File: config.mk
export PLATFORM = sky130hd
export DESIGN_NAME = control_sequencer
export DESIGN_NICKNAME = d
export VERILOG_FILES = /design/src/rtl/control_sequencer.sv
export SDC_FILE = /design/constraint.sdc
export NUM_CORES = 1
export LEC_CHECK = 0
export CAP_MARGIN = 20
export CELL_PAD_IN_SITES_DETAIL_PLACEMENT = 0
export CELL_PAD_IN_SITES_GLOBAL_PLACEMENT = 2
export CORE_UTILIZATION = 20
export CTS_CLUSTER_SIZE = 20
export DETAILED_ROUTE_END_ITERATION = 6
export HOLD_SLACK_MARGIN = 0.1
export PLACE_DENSITY = 0.86
export SLEW_MARGIN = 25
export SYNTH_ARGS = -nofsm -noshare
export SYNTH_HDL_FRONTEND = slang
export SYNTH_SLANG_ARGS = --single-unit
File: constraint.sdc
create_clock -name clk -period 2.6 [get_ports clk]
set_clock_uncertainty 0.15 [all_clocks]
set_input_delay 0.39 -clock clk [delete_from_list [all_inputs] [get_ports clk]]
set_output_delay 0.39 -clock clk [all_outputs]
set_load 0.01 [all_outputs]
File: src/rtl/control_sequencer.sv
// Microcode sequencer for the 8-bit SAP computer: a 6-state one-hot T-ring plus
// opcode decode that produces the per-cycle load/enable strobes for the datapath.
module control_sequencer #(
  parameter int OPW = 4
) (
  input  logic           clk,
  input  logic           rst,
  input  logic           en,
  input  logic [OPW-1:0] opcode,
  output logic [5:0]     t_state,
  output logic           pc_inc,
  output logic           pc_en,
  output logic           pc_load,
  output logic           mar_load,
  output logic           ram_en,
  output logic           ir_load,
  output logic           ir_en,
  output logic           a_load,
  output logic           a_en,
  output logic           b_load,
  output logic           alu_en,
  output logic           sub,
  output logic           out_load,
  output logic           halted
);

  typedef enum logic [5:0] {
    T1 = 6'b000001,
    T2 = 6'b000010,
    T3 = 6'b000100,
    T4 = 6'b001000,
    T5 = 6'b010000,
    T6 = 6'b100000
  } tstate_e;

  localparam logic [OPW-1:0] OP_LDA = OPW'(4'b0000);
  localparam logic [OPW-1:0] OP_ADD = OPW'(4'b0001);
  localparam logic [OPW-1:0] OP_SUB = OPW'(4'b0010);
  localparam logic [OPW-1:0] OP_JMP = OPW'(4'b0011);
  localparam logic [OPW-1:0] OP_OUT = OPW'(4'b1110);
  localparam logic [OPW-1:0] OP_HLT = OPW'(4'b1111);

  tstate_e t_q, t_d;
  logic    halted_q, halted_d;

  // HLT takes effect on the edge ending T4, which leaves the ring parked in T5.
  always_comb begin
    t_d      = t_q;
    halted_d = halted_q;
    if (en && !halted_q) begin
      if (t_q == T4 && opcode == OP_HLT) halted_d = 1'b1;
      case (t_q)
        T1:      t_d = T2;
        T2:      t_d = T3;
        T3:      t_d = T4;
        T4:      t_d = T5;
        T5:      t_d = T6;
        T6:      t_d = T1;
        default: t_d = T1;
      endcase
    end
  end

  always_ff @(posedge clk or posedge rst) begin
    if (rst) begin
      t_q      <= T1;
      halted_q <= 1'b0;
    end else begin
      t_q      <= t_d;
      halted_q <= halted_d;
    end
  end

  assign t_state = t_q;
  assign halted  = halted_q;

  // Strobes are combinational so the target register samples them on the edge ending the state.
  always_comb begin
    pc_inc   = 1'b0;
    pc_en    = 1'b0;
    pc_load  = 1'b0;
    mar_load = 1'b0;
    ram_en   = 1'b0;
    ir_load  = 1'b0;
    ir_en    = 1'b0;
    a_load   = 1'b0;
    a_en     = 1'b0;
    b_load   = 1'b0;
    alu_en   = 1'b0;
    sub      = 1'b0;
    out_load = 1'b0;
    if (en && !rst && !halted_q) begin
      case (t_q)
        T1: begin pc_en = 1'b1; mar_load = 1'b1; end
        T2: pc_inc = 1'b1;
        T3: begin ram_en = 1'b1; ir_load = 1'b1; end
        T4: begin
          case (opcode)
            OP_LDA, OP_ADD, OP_SUB: begin ir_en = 1'b1; mar_load = 1'b1; end
            OP_JMP:                 begin ir_en = 1'b1; pc_load = 1'b1; end
            OP_OUT:                 begin a_en = 1'b1; out_load = 1'b1; end
            default: ;
          endcase
        end
        T5: begin
          case (opcode)
            OP_LDA:         begin ram_en = 1'b1; a_load = 1'b1; end
            OP_ADD, OP_SUB: begin ram_en = 1'b1; b_load = 1'b1; end
            default: ;
          endcase
        end
        T6: begin
          if (opcode == OP_ADD || opcode == OP_SUB) begin
            alu_en = 1'b1;
            a_load = 1'b1;
            sub    = (opcode == OP_SUB);
          end
        end
        default: ;
      endcase
    end
  end

endmodule

### After elaboration in Yosys (flattened, before gate mapping)

Index checks and enable logic that the tools add are counted.

| storage, ports and cells | value |
|---|---|
| output and inout port bits | 20 |
| memories kept | 0 |
| register bits | 7 |
| latch bits | 0 |
| memory bits (writable) | 0 |
| ROM bits | 0 |
| input bits | 7 |

| operators by class | value |
|---|---|
| $mul | 0 |
| eq/ne operators | 11 |
| bitwise logic cells | 0 |
| $add $sub $neg | 0 |
| divide/modulo/power cells | 0 |
| reduce and logical (&&, ||, !) cells | 12 |
| order comparisons | 0 |
| multiplexer cells | 33 |
| shifts and indexed selects | 0 |

Operators with widths:

| cell | count |
|---|---|
| case mux 6 bit (5 select lines) | 1 |
| 2-to-1 mux 1 bit | 29 |
| equality test 4 x 2 -> 1 bit (second input constant) | 2 |
| equality test 4 bit (second input constant) | 2 |
| equality test 6 x 1 -> 1 bit (second input constant) | 1 |
| equality test 6 x 2 -> 1 bit (second input constant) | 1 |
| equality test 6 x 3 -> 1 bit (second input constant) | 1 |
| equality test 6 x 4 -> 1 bit (second input constant) | 1 |
| equality test 6 x 5 -> 1 bit (second input constant) | 1 |
| equality test 6 bit (second input constant) | 1 |
| case mux 1 bit (2 select lines) | 3 |
| equality test 4 x 1 -> 1 bit (second input constant) | 1 |
| logical AND 1 bit | 4 |
| zero test 4 bit | 1 |
| OR reduction 4 bit | 1 |
| OR reduction 3 bit | 1 |
| zero test 1 bit | 2 |
| AND reduction 2 bit | 1 |
| OR reduction 2 bit | 1 |
| logical OR 1 bit | 1 |

### Depth between registers and ports, before layout

Gate-level depths: netlist of run 1.

| logic depth | value |
|---|---|
| depth after elaboration | 5 |
| mapped depth | 5 |
| depth with buffers taken out | 4 |

### Least setup slack after synthesis of run 1

OpenSTA, ideal clock, no wires.

| timing path | value |
|---|---|
| path type | flip-flop to output port |
| start | register t_q[4], in the netlist t_state[4] |
| end | output port out_load |
| arrival time | 1.880 ns |
| cell stages (with the launch flop) | 6 |
| data required time | 2.060 ns |
| path buffers | 2 |
| slack | 0.180 ns |
| cells stage by stage | dfrtp_1 clkbuf_1 nor4_1 nand3b_1 nor4_1 buf_4 |

| between the ends | value |
|---|---|
| longest elaborated chain between the ends | 3 |

Ends and longest elaborated chain:

| item | RTL line | text |
|---|---|---|
| from (decl) | 43 | `tstate_e t_q, t_d;` |
| from (signal assigned) | 69 | `t_q <= t_d;` |
| equality test 6 x 4 -> 1 bit | - |  |
| 2-to-1 mux 1 bit (2 in a row) | - |  |
| to (decl) | 23 | `output logic out_load,` |

Every way passes these cells.

### Final worst setup path of run 1

| timing path | value |
|---|---|
| start | register t_q[2], in the netlist t_state[2] |
| end | output port pc_inc |

| between the ends | value |
|---|---|
| longest elaborated chain between the ends | 3 |

Ends and longest elaborated chain:

| item | RTL line | text |
|---|---|---|
| equality test 6 x 2 -> 1 bit | 93 | `case (t_q)` |
| 2-to-1 mux 1 bit | 93 |  |
| 2-to-1 mux 1 bit | 92 | `if (en && !rst && !halted_q) begin` |
| to (decl) | 11 | `output logic pc_inc,` |

Every way passes these cells.

==> flow_summary.rst, run 1 <==
.. list-table::
   :header-rows: 1

   * - Metric
     - Value
   * - Status
     - completed
   * - Total length of routed wires
     - about 1.7 mm
   * - Fraction of the yosys area taken by sequential cells
     - 33.3%
   * - Highest Clock Rate
     - 0.394 GHz
   * - Final estimated routing congestion in global placement
     - between 0.7 and 0.8
   * - Count of pins on the block boundary
     - 27
   * - Clock tree from TritonCTS
     - built
   * - Crit-path leading delay family
     - simple AND/OR/NAND/NOR gates
   * - Detailed-route vias per instance
     - between 4 and 5
   * - Mapped Cells
     - 65
   * - Overall die height
     - 53.4 um
   * - Placed inst area
     - just under 900 um^2
   * - Worst-Margin Slew
     - between 0.4 and 0.5 ns
   * - Setup ws final
     - about 0.063 ns
   * - Cells along the critical path
     - nor4_1, nand3b_1, nor2_1, clkdlybuf4s50_1
   * - Slew margin rel.
     - roughly 73%
   * - Router iterations before antenna repair
     - 4
   * - Antenna-violating nets left
     - 0
   * - Global-route wire length before repair
     - about 2.5 mm
   * - Deepest level of the CTS H-tree
     - 1
   * - Latest clock arrival within the worst-skew pair
     - between 0.2 and 0.3 ns
   * - Required time of the critical path
     - roughly 2.1 ns
   * - Clock root buffer master
     - clkbuf_4
   * - Crit path arrival time
     - approximately 2 ns
   * - Initial antenna violation count
     - 0
   * - Worst Setup Start Kind
     - flop
   * - Synthesis-stage register bit count
     - 7
   * - Diode count
     - 0
   * - Number of maximum-capacitance constraint violations
     - 0
   * - Finished Cell Area
     - roughly 940 um^2
   * - VDD IR-drop max
     - 0.354 mV
   * - Net total in the final layout
     - ~110
   * - Class of the most critical setup path
     - reg -> out
   * - Period utilization
     - a little over nine tenths
   * - Die area
     - 2860 um^2
   * - Synthesized netlist net count
     - between 70 and 80
   * - Global-route usage over all layers
     - about an eighth
   * - Power per unit of standard cell area
     - ~600 nW/um^2
   * - Post-synthesis average cell area
     - between 8 and 9 um^2
   * - First-iteration detailed-routing DRC count
     - 12
   * - Max Root-Sink Buffers
     - 2
   * - Cell Count Post-Placement
     - 128
   * - Clock transition at the register clock pins on the worst setup and hold paths after CTS
     - about 0.05 ns
   * - Number of sinks driven by the clock tree
     - 7
   * - Via total after detailed routing
     - about 650
   * - Static power due to leakage
     - approximately 0.44 nW
   * - CORE AREA
     - 2500 um^2
   * - Total global routing overflow
     - 0
   * - Non-filler instance count after layout
     - 136
   * - Combined area of the multi-input logic cells
     - 347 um^2
   * - Pre-CTS setup slack
     - -0.437 ns
   * - Slowest-stage cell, CP
     - clkdlybuf4s50_1
   * - Vias in the first global route
     - 600
   * - Count of fill cells added during filler insertion
     - roughly 270
   * - Worst Path Buf+Inv
     - 1
   * - Main flop type after synthesis
     - dfrtp_1
   * - Syn. warnings
     - 0
   * - Final setup viols
     - 0
   * - Setup repair after global routing missed its margin
     - no
   * - Area taken by flip-flops and latches
     - around 180 um^2
   * - Area share of the largest cell type after synthesis
     - 28.4%
   * - Number of buffers inserted during clock tree synthesis
     - 3
   * - Final hold violation count
     - 0
   * - Pin count of the biggest net entering global routing
     - 12
   * - Area growth from synthesis to layout
     - 77.8%
   * - Width of the die
     - between 50 and 60 um
   * - Detailed-placement wirelength estimate
     - between 1 and 1.5 mm
   * - Most used standard cell by instance count after synthesis
     - nor2_1
   * - Unique cell type count in the Yosys netlist
     - 27
   * - Starting density of the core
     - approximately a fifth
   * - Netlist area before placement
     - between 500 and 600 um^2
   * - Shortest period the worst path allows
     - between 2 and 3 ns
   * - Most frequent cells after synthesis
     - nor2_1 (7), dfrtp_1 (6), nand2_1 (6)
   * - Share of post-route cells with drive strength above 1
     - between 30% and 40%
   * - Largest area contributor in the netlist
     - dfrtp_1
   * - Max-slew violations
     - 0
   * - Delay contributed by the slowest stage of the critical path
     - between 0.5 and 0.6 ns
   * - Total of buffers placed on input and output ports
     - 26
   * - Top cells by area, synth
     - dfrtp_1 (28%), nand3b_1 (7.1%), a21o_1 (5.7%)
   * - Async S/R FF share, synth
     - 100%
   * - Hold Slack
     - around 0.19 ns
   * - Classification of the worst-slack hold path
     - in -> async
   * - Number of enable flip-flop cells after synthesis
     - 0
   * - Endpoint type of the worst setup path
     - output port
   * - Average routed wire per standard cell
     - 12.8 um
   * - Number of core rows
     - 18
   * - Maximum fanout count along the critical path
     - 6
   * - Number of DRC violations after detailed routing
     - 0
   * - Cts hold-fix bufs
     - 0
==> worst min-delay path, stage by stage <==
cell	delay, ns
dlygate4sd2_1	0.25
buf_4	0.13
inv_1	0.21
==> registers in the layout, summed over array words and instances, names as in the netlist <==
name / count
halted: 1
t_state: 6
==> routing by layer <==
layer / routed length [um] / part of all wire (%) / track usage (%)
met1: 707 / 41 / 13.6
met2: 956 / 55 / 21.0
met4: 0 / 0 / 2.63
met3: 76 / 4.4 / 6.03
met5: 0 / 0 / 0
==> layout make-up <==
class,instances,area share [%]
clock buffer,4,2.79
timing repair buffer,42,36.8
multi-input combinational,51,36.8
tap,30,3.99
inverter,2,0.798
sequential,7,18.7
==> stage by stage <==
stage	total power, mW	utilization (%)	TNS (ns)
after floorplan	0.304	-	0
after global placement	0.434	35.5	-3.58
after detailed placement	0.439	35.5	-3.80
after CTS	0.546	38.0	0
after global routing	0.592	37.6	0
final	0.554	37.6	0
==> power breakdown <==
part | leakage [nW] | internal, mW | switching, mW
combinational | 0.329 | 0.152 | 0.124
clock | 0.0150 | 0.0586 | 0.0412
sequential | 0.0923 | 0.140 | 0.0390
==> cell usage in the layout, fill, tap and decap left out, types with 2 or more instances in the layout <==
cell and instances:
dfrtp_1 6, nor3_2 2, clkdlybuf4s50_1 14, nand3b_1 5
nor4_2 3, inv_1 2, dlygate4sd2_1 6, buf_2 2
nor4b_1 2, buf_4 15, nor3_1 2, nand2_1 6
nor2_1 6, o21ai_0 4, clkbuf_4 3, nand2b_1 2
a21o_1 4, clkbuf_2 4, a21oi_1 2
==> path summary, 6_finish.rpt <==
path | slack [ns] | cells past startpoint | from | end
max | 0.06 | 4 | t_state[2]$_DFFE_PP0P_ | pc_inc
max in group asynchronous | 1.83 | 3 | rst | t_state[0]$_DFFE_PP1P_
min reg2reg | 0.39 | 2 | t_state[0]$_DFFE_PP1P_ | t_state[0]$_DFFE_PP1P_
max reg2reg | 0.99 | 5 | t_state[5]$_DFFE_PP0P_ | halted$_DFFE_PP0P_
min in group clk | 0.39 | 2 | t_state[0]$_DFFE_PP1P_ | t_state[0]$_DFFE_PP1P_
min | 0.19 | 3 | rst | halted$_DFFE_PP0P_
==> cells by family (layout without fill, tap and decap cells) <==
logic type / count (synthesis) / after routing / synth area share [%]
DFF: 7 / 7 / 33.3
buffers and inverters: 7 / 48 / 7.09
AOI/OAI and AO/OA: 13 / 13 / 16.3
and+or+nand+nor: 37 / 37 / 41.6
xor gates and xnor gates: 1 / 1 / 1.66
==> repair_timing <==
action	in CTS	in global routing
endpoints found under the hold margin	0	0
setup buffers	3	1
endpoints found under the setup margin	12	7
gates resized for setup	24	10
pin swaps	4	2
(Power assumes the default switching activity.)
==> run 2, diff against run 1 <==
Settings changed: CORE_UTILIZATION 20 to 30, DONT_BUFFER_PORTS set to 1, GPL_ROUTABILITY_DRIVEN set to 0, HOLD_SLACK_MARGIN 0.1 to not set, PLACE_DENSITY 0.86 to 0.81.
==> run 2 against run 1 <==
  * The flow now finishes with violations (DRC)
  * Largest cell class unchanged
  * Global-route usage is 2.6 points higher
  * Highest routed layer unchanged
  * Die area decreased by 32%
  * Sequential power rose by 10%
  * Critical path type unchanged
  * Combinational power shrank 42%
  * Fmax is 0.48% higher
==> flow_summary.rst, run 2 (synthesis results as in run 1) <==
.. list-table::
   :header-rows: 1

   * - Metric
     - Value
   * - Width of the die
     - 44 um (was 53.4 um)
   * - Global-route usage over all layers
     - 14.9% (was 12.3%)
   * - Number of DRC violations after detailed routing
     - 1 (was 0)
   * - Crit-path leading delay family
     - simple AND/OR/NAND/NOR gates (unchanged)
   * - Slowest-stage cell, CP
     - or3_1 (was clkdlybuf4s50_1)
   * - Met1 WL
     - 663 um (was 707 um)
   * - Maximum fanout count along the critical path
     - 7 (was 6)
   * - Highest routed metal layer
     - met3 (unchanged)
   * - Required time of the critical path
     - 2.06 ns (about the same)
   * - Period utilization
     - 97.1% (was 97.6%)
   * - Count of fill cells added during filler insertion
     - 174 (was 267)
   * - Latest clock arrival within the worst-skew pair
     - 0.25 ns (about the same)
   * - Shortest period the worst path allows
     - 2.53 ns (was 2.54 ns)
   * - Hold Slack
     - 0.172 ns (was 0.189 ns)
   * - Final setup viols
     - 0 (unchanged)
   * - VDD IR-drop max
     - 0.416 mV (was 0.354 mV)
   * - Deepest level of the CTS H-tree
     - 1 (unchanged)
   * - Total length of routed wires
     - 1.38 mm (was 1.74 mm)
   * - Static power due to leakage
     - 0.257 nW (was 0.436 nW)
   * - Worst Setup Start Kind
     - flop (unchanged)
   * - Total of buffers placed on input and output ports
     - 0 (was 26)
   * - Number of core rows
     - 14 (was 18)
   * - Area growth from synthesis to layout
     - 12.1% (was 77.8%)
   * - Classification of the worst-slack hold path
     - in -> reg (was in -> async)
   * - Met2 wirelength from detailed routing
     - 617 um (was 956 um)
   * - Worst-Margin Slew
     - 0.400 ns (was 0.403 ns)
   * - Detailed-routed wire length on met3
     - 94 um (was 76 um)
   * - Total global routing overflow
     - 0 (unchanged)
   * - Router iterations before antenna repair
     - 6 (was 4)
   * - Most frequent cells in the layout
     - nor2_1 (7), nand2_1 (6), dfrtp_1 (6), nand3b_1 (5) (was buf_4 (15), clkdlybuf4s50_1 (14))
   * - Die area
     - 1940 um^2 (was 2860 um^2)
   * - Highest Clock Rate
     - 0.396 GHz (was 0.394 GHz)
   * - Leading cell type in the layout, fill and taps excluded
     - nor2_1 (was buf_4)
   * - Via total after detailed routing
     - 485 (was 647)
   * - Power per unit of standard cell area
     - 769 nW/um^2 (was 589 nW/um^2)
   * - Max-slew violations
     - 0 (unchanged)
   * - Crit path arrival time
     - 1.99 ns (was 2.00 ns)
   * - Status
     - finished with violations (was completed)
   * - Number of sinks driven by the clock tree
     - 7 (unchanged)
   * - CORE AREA
     - 1580 um^2 (was 2500 um^2)
   * - Overall die height
     - 44 um (was 53.4 um)
   * - Cells along the critical path
     - or3b_4, or3_1, nor3_1 (was nor4_1, nand3b_1, nor2_1, clkdlybuf4s50_1)
   * - Failing checks
     - DRC
   * - Endpoint type of the worst setup path
     - output port (unchanged)
   * - Clock root buffer master
     - clkbuf_4 (unchanged)
   * - Initial antenna violation count
     - 0 (unchanged)
   * - First-iteration detailed-routing DRC count
     - 6 (was 12)
   * - Max Root-Sink Buffers
     - 2 (unchanged)
   * - Average routed wire per standard cell
     - 16.2 um (was 12.8 um)
   * - Clock transition at the register clock pins on the worst setup and hold paths after CTS
     - 0.05 ns (about the same)
   * - Net total in the final layout
     - 77 (was 114)
   * - Global-route wire length before repair
     - 2.11 mm (was 2.49 mm)
   * - Class of the most critical setup path
     - reg -> out (unchanged)
   * - Worst Path Buf+Inv
     - 0 (was 1)
   * - Antenna-violating nets left
     - 0 (unchanged)
   * - Number of maximum-capacitance constraint violations
     - 0 (unchanged)
   * - Final hold violation count
     - 0 (unchanged)
   * - Pin count of the biggest net entering global routing
     - 12 (unchanged)
   * - Clock tree from TritonCTS
     - built (unchanged)
   * - Count of pins on the block boundary
     - 27 (unchanged)
   * - Diode count
     - 0 (unchanged)
   * - Number of buffers inserted during clock tree synthesis
     - 3 (unchanged)
   * - Setup repair after global routing missed its margin
     - yes (was no)
   * - Starting density of the core
     - 33.6% (was 21.2%)
   * - Vias in the first global route
     - 445 (was 600)
   * - Final total negative setup slack
     - 0 ns (unchanged)
   * - Slew margin rel.
     - 73.2% (was 72.9%)
   * - Largest register FFs
     - 6 (unchanged)
   * - Detailed-route vias per instance
     - 5.71 (was 4.76)
   * - Delay contributed by the slowest stage of the critical path
     - 0.47 ns (was 0.54 ns)
   * - Non-filler instance count after layout
     - 85 (was 136)
   * - Share of post-route cells with drive strength above 1
     - 20.3% (was 34.0%)
   * - Detailed-placement wirelength estimate
     - 1.09 mm (was 1.31 mm)
   * - Cell Count Post-Placement
     - 80 (was 128)
run 2: changes by cell type in the layout (fill, tap and decap cells not counted), moves of 2 or more:
| cell | change |
|---|---|
| nor4_1 | +2 |
| nor4_2 | -2 |
| dlygate4sd2_1 | -6 |
| clkbuf_2 | -4 |
| clkdlybuf4s50_1 | -14 |
| buf_2 | -2 |
| buf_4 | -11 |
run 2: routing by layer:
metal | up-vias | global-route usage, %
met5 | - | 0
met4 | 0 | 7.27
met3 | 0 | 3.75
met2 | 14 | 21.8
met1 | 231 | 20.4
li1 | 240 | -
run 2: where the power goes:
| part | switching, mW | internal, mW |
|---|---|---|
| sequential | 0.0572 | 0.140 |
| combinational | 0.0895 | 0.0717 |
| clock | 0.0419 | 0.0562 |
| total | 0.189 | 0.267 |
run 2: stage by stage:
step | total power, mW | setup WS [ns] | utilization (%) | area (um^2)
3_3_place_gp | 0.350 | 0.317 | 34.8 | 549
3_5_place_dp | 0.350 | 0.340 | 34.8 | 549
4_1_cts | 0.457 | 0.0522 | 37.2 | 587
5_1_grt | 0.492 | -0.0136 | 37.6 | 593
6_report | 0.456 | 0.0748 | 37.6 | 593
2_1_floorplan | 0.304 | 0.180 | - | 529
run 2: cell type report:
| class | instances | area [um^2] | share of cell area, % |
|---|---|---|---|
| inverter | 2 | 7.51 | 1.27 |
| multi-input combinational | 51 | 322 | 54.2 |
| sequential | 7 | 176 | 29.7 |
| timing repair buffer | 5 | 40.0 | 6.75 |
| clock inverter | 1 | 5.00 | 0.844 |
| tap | 16 | 20.0 | 3.38 |
| clock buffer | 3 | 22.5 | 3.80 |
run 2: final timing paths:
path / start / to / slack, ns / cells after the start
worst max-delay path: halted$_DFFE_PP0P_ / sub / 0.07 / 3
worst min-delay path: en / halted$_DFFE_PP0P_ / 0.17 / 1
worst max register to register: t_state[5]$_DFFE_PP0P_ / halted$_DFFE_PP0P_ / 0.93 / 4
worst min register to register: t_state[0]$_DFFE_PP1P_ / t_state[0]$_DFFE_PP1P_ / 0.43 / 2
max in group asynchronous: rst / t_state[0]$_DFFE_PP1P_ / 1.68 / 2
min in group asynchronous: rst / t_state[3]$_DFFE_PP0P_ / 0.36 / 2
run 2: timing repair:
action                                  CTS  global route
buffers inserted                          0             0
hold endpoints to repair                  6             0
endpoints found under the setup margin    0             4
resized for setup                         0             1
hold buffers                              1             0
